==> src/rtl/sad_array.sv <==
`default_nettype none
// ============================================================================
//  Module   : sad_array
//  Function : Streams in a 4x4 current block and a 7x7 search window, then
//             computes all 16 candidate SADs in parallel over 16 cycles.
//  Revision : 1.0 - initial release
// ============================================================================
module sad_array #(
   parameter int PIX_W = 8,
   parameter int SUM_W = 12
) (
   input  logic             clk,
   input  logic             rst,
   input  logic             in_valid,
   output logic             in_ready,
   input  logic [PIX_W-1:0] in_pixel,
   output logic [SUM_W-1:0] sum0,
   output logic [SUM_W-1:0] sum1,
   output logic [SUM_W-1:0] sum2,
   output logic [SUM_W-1:0] sum3,
   output logic [SUM_W-1:0] sum4,
   output logic [SUM_W-1:0] sum5,
   output logic [SUM_W-1:0] sum6,
   output logic [SUM_W-1:0] sum7,
   output logic [SUM_W-1:0] sum8,
   output logic [SUM_W-1:0] sum9,
   output logic [SUM_W-1:0] sum10,
   output logic [SUM_W-1:0] sum11,
   output logic [SUM_W-1:0] sum12,
   output logic [SUM_W-1:0] sum13,
   output logic [SUM_W-1:0] sum14,
   output logic [SUM_W-1:0] sum15,
   output logic             sum_valid,
   output logic             busy
);

   typedef enum logic [1:0] {
      S_LOAD_CUR = 2'd0,
      S_LOAD_WIN = 2'd1,
      S_CALC     = 2'd2,
      S_DONE     = 2'd3
   } state_t;

   localparam logic [3:0] c_last_cur = 4'd15;
   localparam logic [5:0] c_last_win = 6'd48;
   localparam logic [3:0] c_last_p   = 4'd15;

   state_t           r_state;
   state_t           w_state_nxt;
   logic [3:0]       r_cur_cnt;
   logic [5:0]       r_win_cnt;
   logic [3:0]       r_p;
   logic             r_sum_valid;
   logic [PIX_W-1:0] r_cur [0:15];
   logic [PIX_W-1:0] r_win [0:48];
   logic             w_xfer;
   logic             w_win_done;
   logic             w_calc_last;
   logic [PIX_W-1:0] w_cur_pix;

   assign w_xfer      = in_valid && in_ready;
   assign w_win_done  = w_xfer && (r_state == S_LOAD_WIN) && (r_win_cnt == c_last_win);
   assign w_calc_last = (r_state == S_CALC) && (r_p == c_last_p);
   assign w_cur_pix   = r_cur[r_p];

   always_comb begin
      w_state_nxt = r_state;
      in_ready    = 1'b0;
      busy        = 1'b0;
      case (r_state)
         S_LOAD_CUR: begin
            in_ready = !rst;
            if (w_xfer && (r_cur_cnt == c_last_cur))
               w_state_nxt = S_LOAD_WIN;
         end
         S_LOAD_WIN: begin
            in_ready = !rst;
            if (w_win_done)
               w_state_nxt = S_CALC;
         end
         S_CALC: begin
            busy = 1'b1;
            if (r_p == c_last_p)
               w_state_nxt = S_DONE;
         end
         S_DONE: begin
            busy        = 1'b1;
            w_state_nxt = S_LOAD_CUR;
         end
         default: w_state_nxt = S_LOAD_CUR;
      endcase
   end

   always_ff @(posedge clk) begin
      if (rst) begin
         r_state     <= S_LOAD_CUR;
         r_cur_cnt   <= '0;
         r_win_cnt   <= '0;
         r_p         <= '0;
         r_sum_valid <= 1'b0;
      end else begin
         r_state     <= w_state_nxt;
         r_sum_valid <= (w_state_nxt == S_DONE);
         if (w_xfer && (r_state == S_LOAD_CUR))
            r_cur_cnt <= r_cur_cnt + 4'd1;
         if (w_xfer && (r_state == S_LOAD_WIN))
            r_win_cnt <= w_win_done ? 6'd0 : r_win_cnt + 6'd1;
         if (w_win_done)
            r_p <= '0;
         else if (r_state == S_CALC)
            r_p <= r_p + 4'd1;
      end
   end

   // Pixel buffers carry no reset: stale content is always overwritten before use.
   always_ff @(posedge clk) begin
      if (w_xfer && (r_state == S_LOAD_CUR))
         r_cur[r_cur_cnt] <= in_pixel;
      if (w_xfer && (r_state == S_LOAD_WIN))
         r_win[r_win_cnt] <= in_pixel;
   end

   for (genvar k = 0; k < 16; k++) begin : g_pe
      localparam int DY = k / 4;
      localparam int DX = k % 4;
      logic [5:0]       w_idx;
      logic [PIX_W-1:0] w_win_pix;
      logic [PIX_W-1:0] w_diff;
      logic [SUM_W-1:0] w_add;
      logic [SUM_W-1:0] r_acc;
      logic [SUM_W-1:0] r_sum;

      assign w_idx     = 6'(7 * (int'(r_p[3:2]) + DY) + int'(r_p[1:0]) + DX);
      assign w_win_pix = r_win[w_idx];
      assign w_diff    = (w_cur_pix >= w_win_pix) ? (w_cur_pix - w_win_pix)
                                                  : (w_win_pix - w_cur_pix);
      assign w_add     = r_acc + SUM_W'(w_diff);

      always_ff @(posedge clk) begin
         if (rst) begin
            r_acc <= '0;
            r_sum <= '0;
         end else if (w_win_done) begin
            r_acc <= '0;
         end else if (r_state == S_CALC) begin
            r_acc <= w_add;
            if (w_calc_last)
               r_sum <= w_add;
         end
      end
   end

   assign sum_valid = r_sum_valid;
   assign sum0  = g_pe[0].r_sum;
   assign sum1  = g_pe[1].r_sum;
   assign sum2  = g_pe[2].r_sum;
   assign sum3  = g_pe[3].r_sum;
   assign sum4  = g_pe[4].r_sum;
   assign sum5  = g_pe[5].r_sum;
   assign sum6  = g_pe[6].r_sum;
   assign sum7  = g_pe[7].r_sum;
   assign sum8  = g_pe[8].r_sum;
   assign sum9  = g_pe[9].r_sum;
   assign sum10 = g_pe[10].r_sum;
   assign sum11 = g_pe[11].r_sum;
   assign sum12 = g_pe[12].r_sum;
   assign sum13 = g_pe[13].r_sum;
   assign sum14 = g_pe[14].r_sum;
   assign sum15 = g_pe[15].r_sum;

endmodule
`default_nettype wire
==> config.mk <==
export PLATFORM = sky130hd
export DESIGN_NAME = sad_array
export DESIGN_NICKNAME = d
export VERILOG_FILES = /design/src/rtl/sad_array.sv
export SDC_FILE = /design/constraint.sdc
export NUM_CORES = 2
export LEC_CHECK = 0
export ABC_AREA = 0
export CAP_MARGIN = 30
export CORE_ASPECT_RATIO = 1.4
export CORE_MARGIN = 2
export CORE_UTILIZATION = 52
export CTS_CLUSTER_SIZE = 8
export DETAILED_ROUTE_END_ITERATION = 7
export PLACE_DENSITY = 0.69
export SYNTH_ARGS = -nofsm -noshare
export SYNTH_HDL_FRONTEND = slang
export SYNTH_SLANG_ARGS = --single-unit
==> constraint.sdc <==
create_clock -name clk -period 23.6 [get_ports clk]
set_input_delay 4.72 -clock clk [delete_from_list [all_inputs] [get_ports clk]]
set_output_delay 4.72 -clock clk [all_outputs]
set_load 0.03 [all_outputs]
Yosys cells after proc, flatten, opt, wreduce, memory -nomap -nowiden --
Memory sizes are Yosys's and may differ from the RTL's. A register that Yosys moved wholly into a read port is not among the register bits. Index checks and enable logic that the tools add are counted.
Cells by class: multipliers 4, $add $sub $neg 70, reductions and logical operators 12, $lt $le $gt $ge 16, equality and inequality tests 7, multiplexer cells 29, bitwise operators 1
Operator list (count):
- $sub A8 B8 Y8 | 32
- $add A12 B8 Y12 | 16
- $ge A8 B8 Y1 | 16
- $mux W8 | 16
- $add A6 B2 Y6 const B | 8
- $add A6 B3 Y6 const B | 4
- $add A6 B2 Y6 | 3
- $mul A3 B3 Y6 const A | 3
- $add A4 B1 Y4 const B | 2
- $eq A4 B4 Y1 const B | 2
- $mux W4 | 2
- $pmux W2 S4 | 1
- $add A2 B2 Y3 const B | 2
- $add A5 B2 Y6 | 1
- $add A6 B1 Y6 const B | 1
- $eq A2 B2 Y1 const B | 3
- $eq A6 B6 Y1 const B | 1
- $logic_and A1 B1 Y1 | 6
- $mux W1 | 6
- $mux W2 | 3
- $mux W6 | 1
- $reduce_or A2 Y1 | 3
- $mul A3 B2 Y5 const A | 1
- $add A2 B1 Y3 const B | 1
- 5 further kinds | 5
Word-level totals: bits in registers 401, word-level logic and storage cells 178, output and inout port bits 195, input port bits 11, RAM bits 520, memories kept 2
Memory list:
- r_win | depth 49, bits a word 8, read ports 16, clocked after memory_dff 0, wr ports 1, line 55 | logic [PIX_W-1:0] r_win [0:48];
- r_cur | depth 16, bits a word 8, read ports 1, clocked after memory_dff 1, wr ports 1, line 54 | logic [PIX_W-1:0] r_cur [0:15];

Logic depth before layout (Yosys ltp) --
depth in word-level cells 9, depth in mapped cells 36, mapped depth without buffers 30

Worst setup path before layout --
Ideal clock, no wire load.
path kind input -> output, start point in rst, end point out in_ready, cell stages on the path 4, slack 13165 ps, buffers on the path 3, data required time 18880 ps, arrival 5715 ps, cell sequence clkbuf_1 -> clkbuf_1 -> clkbuf_1 -> nor2_1
Between the ends: cells in the longest elaborated chain, start to end 2
Ends and longest elaborated chain:
- start: declaration | line 13 | input logic rst,
- $logic_not A1 Y1 | line 72, 77
- $mux W1
- end: declaration | line 15 | output logic in_ready,
Every way passes these cells.

Worst setup path after layout --
start point reg r_p[2], end point reg g_pe[15].r_sum[10] (netlist: sum15[10])
Between the ends: cells in the longest elaborated chain, start to end 8, elaborated cells on any way between the ends 13, classes of those cells add/sub (6); mul (1); order compare (1); eq/ne (1); mux (1); reduce/logical (2); memory (1)
Ends and longest elaborated chain:
- start: declaration | line 52 | logic [3:0] r_p;
- start signal: assignment | line 111 | r_p <= r_p + 4'd1;
- $add A2 B2 Y3 | line 133 | assign w_idx = 6'(7 * (int'(r_p[3:2]) + DY) + int'(r_p[1:0]) + DX);
- $mul A3 B3 Y6 | line 133
- $add A6 B2 Y6 (2 in series) | line 133
- $mem_v2 Z49 W8
- $sub A8 B8 Y8, or another cell as far along | line 136 | : (w_win_pix - w_cur_pix);
- $mux W8 | line 135 | assign w_diff = (w_cur_pix >= w_win_pix) ? (w_cur_pix - w_win_pix)
- $add A12 B8 Y12 | line 137 | assign w_add = r_acc + SUM_W'(w_diff);
- end signal: assignment | line 148 | r_sum <= w_add;
- end: declaration | line 131 | logic [SUM_W-1:0] r_sum;
Parallel ways exist; a longest one is shown, timed or not. A chain may end at the register's enable or synchronous reset.

==> summary.md <==
| Metric | Value |
|---|---|
| Max stage delay on crit path | 0.82 ns |
| Vias | 69,500 |
| Max reg flops | 392 |
| Mapped Cells | 7,275 |
| Iteration-0 DRC Markers | 9,936 |
| Initial antenna violation count | 25 |
| Worst slew pin tran | 1.19 ns |
| Min-Delay Path Class | reg -> reg |
| Syn Area/Cell | 10.9 um2 |
| Net Sw Frac | 25.0% |
| Peak VDD IR | 0.0634 mV |
| Synthesized Nets | 7,759 |
| Yosys cell types | 86 |
| CTS max path bufs | 3 |
| Wire per inst | 38.2 um |
| CP Class | reg -> reg |
| Pwr Total | 3.82 mW |
| Startpoint Class | flip-flop |
| Nets | 7,954 |
| Clock Skew | 0.0709 ns |
| Initial Utilization | 52.3% |
| Die Ht | 465 um |
| Row cnt | 169 |
| Routability cong. | 1.16 |
| Share of the synthesized area in the top cell type | 22.4% |
| Clock transition at path regs | 0.06 ns |
| Fin. Hold Viols | 0 |
| Setup TNS | 0 ns |
| Final worst path period need | 10.75 ns |
| Share of cells above drive strength 1 | 21.9% |
| Area leader, netlist | mux4_2 |
| Cell Area, Synth | 0.0791 mm2 |
| Final worst-path cycle share | 45.5% |
| Largest net degree at the start of global routing | 130 |
| Slew Limit Fails | 0 |
| Hpwl dp | 265,000 um |
| Clock Sink Count | 925 |
| Worst r2r src | r_p[2]$_SDFFE_PP0P_ |
| Comb power frac | 7.6% |
| Sequential area share after synthesis | 30.0% |
| Vias in the first global route | 65,600 |
| # DRC | 0 |
| Post-synth EDFFs | 520 |
| I/O Buffers | 205 |
| Rel. slew slack | 18.6% |
| Ports | 206 |
| Sequential Power Share | 44.7% |
| GRT Util Overall | 46.4% |
| Htree depth | 4 |
| PostCTS Resize Cnt | 0 |
| Die Wd | 334 um |
| Crit end category | flip-flop |
| Slowest CP cell | xnor2_2 |
| P&R area growth vs syn | 12.3% |
| Worst path arrival time | 11.40 ns |
| RSZ-0062 raised after global routing | false |
| Num CTS Buffers | 135 |
| Max Cap Viol | 0 |
| Largest Register | r_win |
| DR vias/cell | 7.31 |
| First-pass detailed-route iteration total | 8 |
| Status | finished clean |
| Worst-Skew Late Latency | 0.85 ns |
| CP Max Fanout | 36 |
| Reg-to-reg endpoint | sum15[10]$_SDFFE_PP0P_ |
| Placed inst area | 0.0846 mm2 |
| Die Area | 0.155 mm2 |
| ANT nets after route | 0 |
| Ranking of synthesized cells by area | mux4_2, edfxtp_1, dfxtp_1 |
| R2r setup slk | 12.85 ns |
| Total grt overflow | 0 |
| Core area | 0.151 mm2 |
| Largest registers | r_win: 392 flops, g_pe.r_acc: 192 flops, r_cur: 128 flops |
| P_int | 2.86 mW |
| First-pass GRT wire length | 504,000 um |
| CP dominant cell by count | ha_1 |
| Hold wc startpoint | sum5[8]$_SDFFE_PP0P_ |
| Worst Path Required | 24.25 ns |
| Ys Warns | 0 |
| Asr flop ratio synth | 0% |
| Switch Pwr | 0.955 mW |
| Leakage | 33.9 nW |
| Power Density | 43.0 mW/mm2 |
| Hold Path Sink | sum5[8]$_SDFFE_PP0P_ |
| Ys flop type | edfxtp_1 |
| TritonCTS clock tree | yes |
| Hold path depth | 2 |
| # setup viols final | 0 |
| Hold-fix buffers at CTS | 0 |
| Clk pwr share | 47.8% |
| Fmax | 0.0931 GHz |
| FF-to-FF path depth | 28 |
| Root Buffer | clkbuf_16 |
| Seq cells post-synth | 925 |
| Total wire length | 363,000 um |
| Postcts setup bufs | 0 |
| Design Area, Final | 0.0888 mm2 |
[through the flow]
step,std cells,setup WS [ns],util (%),hold slack (ns)
floorplan,7275,13.16,-,0.434
CTS,9455,13.18,58.6,0.449
finish,9500,12.85,58.8,0.448
detailed placement,9271,13.18,56.0,0.444
global placement,9205,13.19,55.6,0.441
global route,9487,12.58,58.7,0.463
[synthesized netlist by cell type, drive strengths merged, types with 33 or more instances]
library cell	instances
nor2	401
inv	130
nand3	153
o21bai	38
nor2b	124
mux4	787
clkbuf	322
o21a	49
ha	419
nand4	33
and2	45
nor3	125
mux2	172
xnor2	201
dfxtp	405
a211oi	191
nand2b	58
a21o	71
nand2	827
a311oi	34
buf	209
fa	54
o211ai	82
and3	55
xor2	139
a21oi	415
mux2i	520
edfxtp	520
o21ai	313
or3	52
[final cells by class]
class                   count  area (um2)
fillers                 12500       62400
multi-input cells        5687       53200
flip-flops and latches    925       23700
repair buffers            589        5020
clock buffers             164        3500
well taps                1966        2460
inverters                 132         495
clock inverters            20         422
diodes                     17        42.5
[layer usage]
metal  vias to the layer above  global-route usage, %  part of all wire (%)
li1                      28400                      -                     -
met1                     33900                   50.5                    32
met2                      5350                   67.9                    42
met3                      1750                   19.5                    13
met4                        14                   43.9                    12
met5                         -                   1.11                 0.066
[critical path: cells and delay by family (launching register included)]
family	cells	cell delay, ns
xor gates and xnor gates	4	1.63
AOI/OAI and AO/OA	8	2.40
DFF	1	0.58
adders and majority gates	6	2.47
and+or+nand+nor	3	0.43
buffers and inverters	4	1.86
muxes	3	1.12
[cell usage in the layout, fill, tap and decap left out, types with 49 or more instances in the layout]
| cell | instances |
|---|---|
| nand2_1 | 826 |
| mux4_2 | 787 |
| edfxtp_1 | 520 |
| mux2i_1 | 511 |
| a21oi_1 | 414 |
| ha_1 | 406 |
| dfxtp_1 | 404 |
| nor2_1 | 390 |
| buf_4 | 339 |
| o21ai_0 | 299 |
| clkdlybuf4s50_1 | 196 |
| a211oi_1 | 186 |
| mux2_2 | 172 |
| xnor2_1 | 168 |
| nand3_1 | 152 |
| clkbuf_16 | 135 |
| xor2_1 | 129 |
| inv_1 | 127 |
| nor3_1 | 124 |
| nor2b_1 | 123 |
| o211ai_1 | 82 |
| a21o_1 | 71 |
| nand2b_1 | 57 |
| and3_1 | 54 |
| or3_1 | 52 |
| fa_1 | 51 |
| o21a_1 | 49 |
[worst max path at each step]
stage	cells after the start	slack (ns)	from	end
4_1_cts	3	13.18	rst	in_ready
3_5_place_dp	3	13.18	rst	in_ready
5_1_grt	28	12.58	r_p[2]$_SDFFE_PP0P_	sum15[10]$_SDFFE_PP0P_
3_3_place_gp	3	13.19	rst	in_ready
6_report	28	12.85	r_p[2]$_SDFFE_PP0P_	sum15[10]$_SDFFE_PP0P_
2_1_floorplan	4	13.16	rst	in_ready
[power by group through the flow]
stage | clock (mW) | combinational (mW) | sequential (mW)
after global placement | 0 | 0.274 | 1.74
final | 1.82 | 0.289 | 1.71
after CTS | 1.84 | 0.282 | 1.71
after detailed placement | 0 | 0.280 | 1.74
after global routing | 1.91 | 0.311 | 1.70
after floorplan | 0 | 0.187 | 1.74
[cell families (layout without fill, tap and decap cells)]
group / after synthesis / after routing / share of synthesized area (%)
xor+xnor: 342 / 342 / 3.92
buf+inv: 663 / 905 / 3.60
flops: 925 / 925 / 30.0
fa+ha+maj: 473 / 473 / 8.00
compound gates: 1433 / 1433 / 11.7
other cells: 0 / 17 / 0
mux: 1479 / 1479 / 31.4
simple gates: 1960 / 1960 / 11.3
(Power assumes the default switching activity.)
